**src/rtl/mem_access_unit.sv**
```systemverilog
// RV32I memory stage: one data-cache request per load/store, pipeline stall until response.
// Optional build macro MISALIGN_TRAP_EN adds misaligned_fault and suppresses misaligned requests.
module mem_access_unit #(
  parameter int STALL_CNT_W = 32
) (
  input  logic                   clk,
  input  logic                   rst,
  input  logic                   valid_in,
  input  logic                   mem_read_in,
  input  logic                   mem_write_in,
  input  logic [2:0]             funct3_in,
  input  logic [31:0]            addr_in,
  input  logic [31:0]            wdata_in,
  input  logic                   stall_in,
  input  logic                   dmem_resp,
  input  logic [31:0]            dmem_rdata,
  output logic                   dmem_read,
  output logic                   dmem_write,
  output logic [31:0]            dmem_address,
  output logic [31:0]            dmem_wdata,
  output logic [3:0]             dmem_mbe,
  output logic                   mem_stall,
  output logic [31:0]            mem_addr_out,
  output logic [31:0]            orig_addr_out,
  output logic [1:0]             bit_shift_out,
  output logic [31:0]            mem_rdata_out,
  output logic [STALL_CNT_W-1:0] stall_cycles
`ifdef MISALIGN_TRAP_EN
  ,
  output logic                   misaligned_fault
`endif
);

  typedef enum logic [1:0] {
    IDLE = 2'd0,
    BUSY = 2'd1,
    DONE = 2'd2
  } state_t;

  state_t                 state_r;
  state_t                 next_state_s;
  logic                   op_s;
  logic                   misalign_s;
  logic [31:0]            orig_r;
  logic                   rd_r;
  logic                   wr_r;
  logic [31:0]            wdata_r;
  logic [3:0]             mbe_r;
  logic [31:0]            rdata_r;
  logic [STALL_CNT_W-1:0] cnt_r;
`ifdef MISALIGN_TRAP_EN
  logic                   fault_r;
`endif

  // Byte lanes touched by an access; loads always fetch the whole word.
  function automatic logic [3:0] calc_mbe(input logic wr, input logic [2:0] f3, input logic [1:0] off);
    logic [3:0] m;
    if (!wr) begin
      m = 4'b1111;
    end else begin
      case (f3)
        3'b000, 3'b100: m = 4'b0001 << off;
        3'b001, 3'b101: m = 4'b0011 << {off[1], 1'b0};
        default:        m = 4'b1111;
      endcase
    end
    return m;
  endfunction

`ifdef MISALIGN_TRAP_EN
  function automatic logic calc_misalign(input logic [2:0] f3, input logic [1:0] off);
    logic mis;
    case (f3)
      3'b000, 3'b100: mis = 1'b0;
      3'b001, 3'b101: mis = off[0];
      default:        mis = (off != 2'b00);
    endcase
    return mis;
  endfunction
`endif

  assign op_s = valid_in & (mem_read_in | mem_write_in);

  // Misalignment detect (constant low when the trap is not built in)
  always_comb begin
`ifdef MISALIGN_TRAP_EN
    misalign_s = calc_misalign(funct3_in, addr_in[1:0]);
`else
    misalign_s = 1'b0;
`endif
  end

  // FSM state register
  always_ff @(posedge clk) begin
    if (rst) begin
      state_r <= IDLE;
    end else begin
      state_r <= next_state_s;
    end
  end

  // FSM next-state logic; DONE waits out external stalls so the request is not reissued
  always_comb begin
    next_state_s = state_r;
    case (state_r)
      IDLE: begin
        if (op_s) begin
          next_state_s = misalign_s ? DONE : BUSY;
        end else begin
          next_state_s = IDLE;
        end
      end
      BUSY: begin
        if (dmem_resp) begin
          next_state_s = DONE;
        end else begin
          next_state_s = BUSY;
        end
      end
      DONE: begin
        if (stall_in) begin
          next_state_s = DONE;
        end else begin
          next_state_s = IDLE;
        end
      end
      default: next_state_s = IDLE;
    endcase
  end

  // Request capture and load-data capture
  always_ff @(posedge clk) begin
    if (rst) begin
      orig_r  <= 32'h0000_0000;
      rd_r    <= 1'b0;
      wr_r    <= 1'b0;
      wdata_r <= 32'h0000_0000;
      mbe_r   <= 4'b0000;
      rdata_r <= 32'h0000_0000;
`ifdef MISALIGN_TRAP_EN
      fault_r <= 1'b0;
`endif
    end else begin
      if (state_r == IDLE && op_s) begin
        orig_r  <= addr_in;
        rd_r    <= mem_read_in;
        wr_r    <= mem_write_in;
        wdata_r <= wdata_in << {addr_in[1:0], 3'b000};
        mbe_r   <= calc_mbe(mem_write_in, funct3_in, addr_in[1:0]);
`ifdef MISALIGN_TRAP_EN
        fault_r <= misalign_s;
`endif
      end
`ifdef MISALIGN_TRAP_EN
      else if (state_r == DONE && !stall_in) begin
        fault_r <= 1'b0;
      end
`endif
      if (state_r == BUSY && dmem_resp && rd_r) begin
        rdata_r <= dmem_rdata;
      end
    end
  end

  // Saturating stall-cycle counter
  always_ff @(posedge clk) begin
    if (rst) begin
      cnt_r <= '0;
    end else if (mem_stall && (cnt_r != {STALL_CNT_W{1'b1}})) begin
      cnt_r <= cnt_r + {{(STALL_CNT_W-1){1'b0}}, 1'b1};
    end
  end

  // FSM outputs; MEM/WB fields follow addr_in only while idle with no request
  always_comb begin
    dmem_read  = 1'b0;
    dmem_write = 1'b0;
    mem_stall  = 1'b0;
    case (state_r)
      IDLE: begin
        if (op_s) begin
          mem_stall = 1'b1;
        end else begin
          mem_stall = 1'b0;
        end
      end
      BUSY: begin
        dmem_read  = rd_r;
        dmem_write = wr_r;
        mem_stall  = 1'b1;
      end
      DONE:    mem_stall = 1'b0;
      default: mem_stall = 1'b0;
    endcase
    if (state_r == IDLE && !op_s) begin
      orig_addr_out = addr_in;
    end else begin
      orig_addr_out = orig_r;
    end
    mem_addr_out  = {orig_addr_out[31:2], 2'b00};
    bit_shift_out = orig_addr_out[1:0];
  end

  assign dmem_address  = {orig_r[31:2], 2'b00};
  assign dmem_wdata    = wdata_r;
  assign dmem_mbe      = mbe_r;
  assign mem_rdata_out = rdata_r;
  assign stall_cycles  = cnt_r;
`ifdef MISALIGN_TRAP_EN
  assign misaligned_fault = (state_r == DONE) & fault_r;
`endif

endmodule

```
**config.mk**
```make
export PLATFORM = sky130hd
export DESIGN_NAME = mem_access_unit
export DESIGN_NICKNAME = d
export VERILOG_FILES = /design/src/rtl/mem_access_unit.sv
export SDC_FILE = /design/constraint.sdc
export NUM_CORES = 1
export LEC_CHECK = 0
export CORE_ASPECT_RATIO = 0.8
export CORE_MARGIN = 8
export CORE_UTILIZATION = 42
export CTS_CLUSTER_DIAMETER = 60
export CTS_CLUSTER_SIZE = 8
export DETAILED_ROUTE_END_ITERATION = 10
export GPL_ROUTABILITY_DRIVEN = 1
export PLACE_DENSITY = 0.83
export SYNTH_ARGS = -nofsm -noshare
export SYNTH_HDL_FRONTEND = slang
export SYNTH_SLANG_ARGS = --single-unit
```
**constraint.sdc**
```tcl
create_clock -name clk -period 2 [get_ports clk]
set_input_delay 0.3 -clock clk [delete_from_list [all_inputs] [get_ports clk]]
set_output_delay 0.3 -clock clk [all_outputs]
set_load 0.05 [all_outputs]
```
# == Yosys cells after proc, flatten, opt, wreduce, memory -nomap -nowiden ==
# Index checks and enable logic that the tools add are counted.
# W data, S select, Z words.
# word_totals
in_bits,106
output_inout_bits,201
regBits,136
word_cells,41
# op_classes
add_sub_neg,1
reduce_logical,10
n_eq_ne,6
n_bitwise,2
n_mux,11
shifts,3
# ops
operator,count
$add A32 B1 Y32 const B,1
$mux W32,1
$ne A32 B32 Y1 const B,1
$shl A32 B5 Y32,1
$pmux W4 S2,1
$eq A3 B3 Y1 const B,2
$pmux W2 S3,1
$logic_and A1 B1 Y1,5
$mux W1,4
$mux W2,2
$mux W4,1
$reduce_or A2 Y1,2
$shl A1 B2 Y4 const A,1
$shl A2 B2 Y4 const A,1
$eq A3 B1 Y1 const B,1
$logic_not A3 Y1,1
$eq A2 B1 Y1 const B,1
$eq A2 B2 Y1 const B,1
$logic_not A2 Y1,1
$pmux W1 S2,1
$and A1 B1 Y1,1
$logic_not A1 Y1,1
$or A1 B1 Y1,1

# == Longest topological paths before layout ==
# logic_depth
word_depth,5
depth_mapped,8
mapped_depth_nobuf,6

# == Least setup slack after synthesis ==
# No wires, ideal clock.
# synth_timing
path_kind,reg-to-reg
start,"reg cnt_r[3], in the netlist stall_cycles[3]"
end,"reg cnt_r[14], in the netlist stall_cycles[14]"
path_stages_with_launch,7
setup_slack_ns,-0.118
setup_time_ns,0.070
arrival_time_ns,2.048
n_path_buf,1
synth_period_minus_slack_ns,2.118
t_required_ns,1.930
cell_sequence,dfxtp_1 -> nand4_2 -> nor3_4 -> nand3_2 -> buf_6 -> or4_1 -> a21oi_1
# synth_via
elab_chain_cells,2
word_cells_on_any_way,3
classes_between,1 x add/sub; 1 x eq/ne; 1 x reduce/logical
# synth_rtl
element,line_no,rtl
from (decl),50,logic [STALL_CNT_W-1:0] cnt_r;
from (signal assigned),170,"cnt_r <= cnt_r + {{(STALL_CNT_W-1){1'b0}}, 1'b1};"
branches (longest 2 deep; another with $add A32 B1 Y32),-,
# Parallel ways; which one is timed is not known.
# A chain may end at the register's enable or synchronous reset.

# == Worst setup path after layout ==
# layout_timing
start,reg state_r[0]
end,out mem_addr_out[18]
# layout_via
elab_chain_cells,3
# layout_rtl
element,line_no,rtl
from (decl),40,state_t state_r;
from (signal assigned),98,state_r <= next_state_s;
$logic_not A2 Y1,195,if (state_r == IDLE && !op_s) begin
$logic_and A1 B1 Y1,195,
$mux W32,195,
to (decl),23,"output logic [31:0] mem_addr_out,"
# No other way between the ends.

==> results.sh <==
export IMPL_groute_layer_met1_usage=0.264
export IMPL_cpPeakStageDelay_ns=0.37
export IMPL_diode_insertion_count_for_antenna_repair=0
export IMPL_synthesis_area_per_instance_um2=8.06
export IMPL_synthesis_area_mm2=0.00663
export IMPL_synth_lib_cells_used_distinct=46
export IMPL_cts_htree_levels=4
export IMPL_die_h_um=128
export IMPL_timing_fmax_mhz=491
export IMPL_num_rows=41
export IMPL_dp_hpwl_um=17600
export IMPL_route_detailed_drc=0
export IMPL_worst_pin_slew_ns=0.633
export IMPL_coreArea_mm2=0.0156
export IMPL_grt_use_met2=0.384
export IMPL_detailedPlace_worstSlack_ns=-0.393
export IMPL_path_buf_inv=2
export IMPL_worstHoldPathType="in -> reg"
export IMPL_timing_setup_critical_path_class="reg -> out"
export IMPL_critical_path_endpoint_type="primary output"
export IMPL_finalCriticalPeriod_ns=2.03
export IMPL_post_drt_via_cell_ratio=5.27
export IMPL_timing_critical_path_cells="nor2_4 -> nand2_4 -> buf_16 -> mux2_4 -> buf_8"
export IMPL_grt_start_max_net_pins=59
export IMPL_via_count=6898
export IMPL_fin_ws_ns=-0.0348
export IMPL_grt_busiest_layer="met2"
export IMPL_clock_latency_ns=0.42
export IMPL_port_buffer_count=301
export IMPL_ys_seq_area_frac=0.411
export IMPL_globalRoute_totalOverflow=0
export IMPL_setup_violations_final=13
export IMPL_numPlacedInstances=1270
export IMPL_clock_sinks=136
export IMPL_cts_hold_fix_buffers=0
export IMPL_detail_route_wirelength_um=24600
export IMPL_layout_cells_most_common="clkdlybuf4s50_1"
export IMPL_drt_wirelength_per_cell_um=18.7
export IMPL_cap_violations=0
export IMPL_synthToLayoutAreaGrowth_pct=60.2
export IMPL_instances_no_fill=1310
export IMPL_clkTransAtPathRegs_ns=0.06
export IMPL_final_setup_skew_ns=0.0127
export IMPL_tritoncts="built"
export IMPL_grt_util_all_layers=0.229
export IMPL_p_per_area_mw_per_mm2=791
export IMPL_timing_critical_path_slowest_stage_cell="dfxtp_4"
export IMPL_maxSlewViolCount=0
export IMPL_synth_largest_area_cell="dfxtp_1"
export IMPL_grt_pass1_wl_um=36500
export IMPL_num_nets_final=1189
export IMPL_post_route_util=0.681
export IMPL_data_required_time_of_the_critical_path_ns=1.70
export IMPL_yosys_most_used_dff="dfxtp_1"
export IMPL_syn_inst=822
export IMPL_gp_congestion=0.876
export IMPL_clk_path_buf_depth=2
export IMPL_gr_usage_met3=0.0757
export IMPL_grt_pass1_vias=6716
export IMPL_report_power_total_mw=8.40
export IMPL_outcome="finished with violations"
export IMPL_detailedRoute_firstPassIterationCount=8
export IMPL_netlist_top_cells_area="dfxtp_1 41%, a21oi_1 8.9%, nand2_1 8.8%"
export IMPL_die_area_mm2=0.0201
export IMPL_floorplan_initialDensity=0.425
export IMPL_ir_worst_vdd_v=0.000781
export IMPL_synth_edf_count=0
export IMPL_antenna_violations_before_repair=0
export IMPL_setup_worst_path_start_class="register"
export IMPL_timing_hold_violations_final=0
export IMPL_async_reset_ff_frac=0
export IMPL_setup_total_negative_slack_ns=-0.0883
export IMPL_crit_path_max_fanout=9
export IMPL_netlist_area_leader_share=0.411
export IMPL_layout_common_cells="209 x clkdlybuf4s50_1, 154 x nand2_1, 118 x a21oi_1"
export IMPL_cts_buffers_inserted=17
export IMPL_p_leak_nw=4.19
export IMPL_num_io_pins=307
export IMPL_cpLargestDelayFamily="flip-flops"
export IMPL_final_period_utilization=1.02
export IMPL_clockRootBuffer="clkbuf_16"
export IMPL_rsz0062_at_grt="true"
export IMPL_worst_ep_arrival_time_ns=1.73
export IMPL_failed_checks="negative setup slack"
export IMPL_drive_gt1_frac=0.214
export IMPL_final_antenna_net_count=0
export IMPL_relSlewSlack=0.578
export IMPL_ys_ff_latch=136
export IMPL_floorplan_die_width_um=156
export IMPL_yosysWarnings=0
export IMPL_detailedRoute_firstIterationViolations=476
## final timing paths
check,start,end,slack (ns),cells past startpoint
worst max-delay path,state_r[0]$_SDFF_PP0_,mem_addr_out[18],-0.03,5
worst min-delay path,rst,dmem_wdata[31]$_SDFFE_PP0P_,0.31,2
worst max register to register,stall_cycles[0]$_SDFFE_PP0P_,stall_cycles[4]$_SDFFE_PP0P_,0.07,5
worst min register to register,dmem_wdata[4]$_SDFFE_PP0P_,dmem_wdata[4]$_SDFFE_PP0P_,0.45,2
## per-layer routing
layer | routed length [um] | up-vias
met5 | 0 | -
met4 | 766 | 0
met3 | 1950 | 42
met2 | 11800 | 303
met1 | 10000 | 3242
li1 | - | 3311
## timing repair
| action | CTS | global route |
|---|---|---|
| pin swaps | 2 | 4 |
| hold endpoints to repair | 0 | 0 |
| setup buffers | 3 | 3 |
| gates resized for setup | 76 | 44 |
| setup endpoints to repair | 82 | 99 |
| gates cloned | 1 | 1 |
## power breakdown
group | switching (mW) | total [mW] | internal [mW]
Sequential | 0.0745 | 2.89 | 2.81
Combinational | 1.55 | 2.52 | 0.968
Clock | 1.24 | 2.99 | 1.75
## worst reg2reg max path, cell delays in order, from the launching register on
cell and delay, ns:
dfxtp_2 0.39, ha_2 0.28, inv_1 0.15, a211o_1 0.37
or4_1 0.51, a21oi_1 0.14
## cell type report
cell class / instances / area [um^2]
multi-input cells: 560 / 3280
inverters: 6 / 22.5
clock inverters: 14 / 124
clock buffers: 18 / 439
well taps: 215 / 269
repair buffers: 361 / 3720
fillers: 1241 / 4980
flip-flops and latches: 136 / 2750
## state kept, by name, summed over array words and instances (netlist names)
name           flops
mem_rdata_out     32
dmem_wdata        32
wr_r               1
dmem_mbe           4
rd_r               1
state_r            2
stall_cycles      32
orig_r            32
## synthesized netlist by cell type (all sizes together) (2+ instances only)
| cell type | number |
|---|---|
| mux2 | 35 |
| buf | 81 |
| and2 | 6 |
| mux2i | 17 |
| nand2b | 4 |
| nor3 | 23 |
| clkbuf | 42 |
| nand3 | 20 |
| nor2b | 14 |
| or3 | 13 |
| a31oi | 2 |
| inv | 6 |
| nor2 | 46 |
| nand4 | 9 |
| nand2 | 155 |
| o21ai | 16 |
| and4 | 8 |
| o31ai | 11 |
| a211oi | 32 |
| a21oi | 118 |
| and3 | 4 |
| dfxtp | 136 |
| or4 | 11 |
## stage by stage
stage / hold slack [ns] / area, um^2
after CTS: 0.297 / 10400
after global routing: 0.315 / 10600
after floorplan: 0.396 / 6660
final: 0.314 / 10600
after detailed placement: 0.444 / 9570
after global placement: 0.439 / 9570
## kinds of logic after synthesis
logic type,share of synthesized area
AND/OR/NAND/NOR,0.225
AO/OA/AOI/OAI,0.162
flip-flops,0.411
buffers and inverters,0.114
multiplexers,0.0851
adder cells (fa/ha/maj),0.00189
other,0.000566
XOR/XNOR,0.00132
Note: power is estimated with default switching activity, not from simulation.
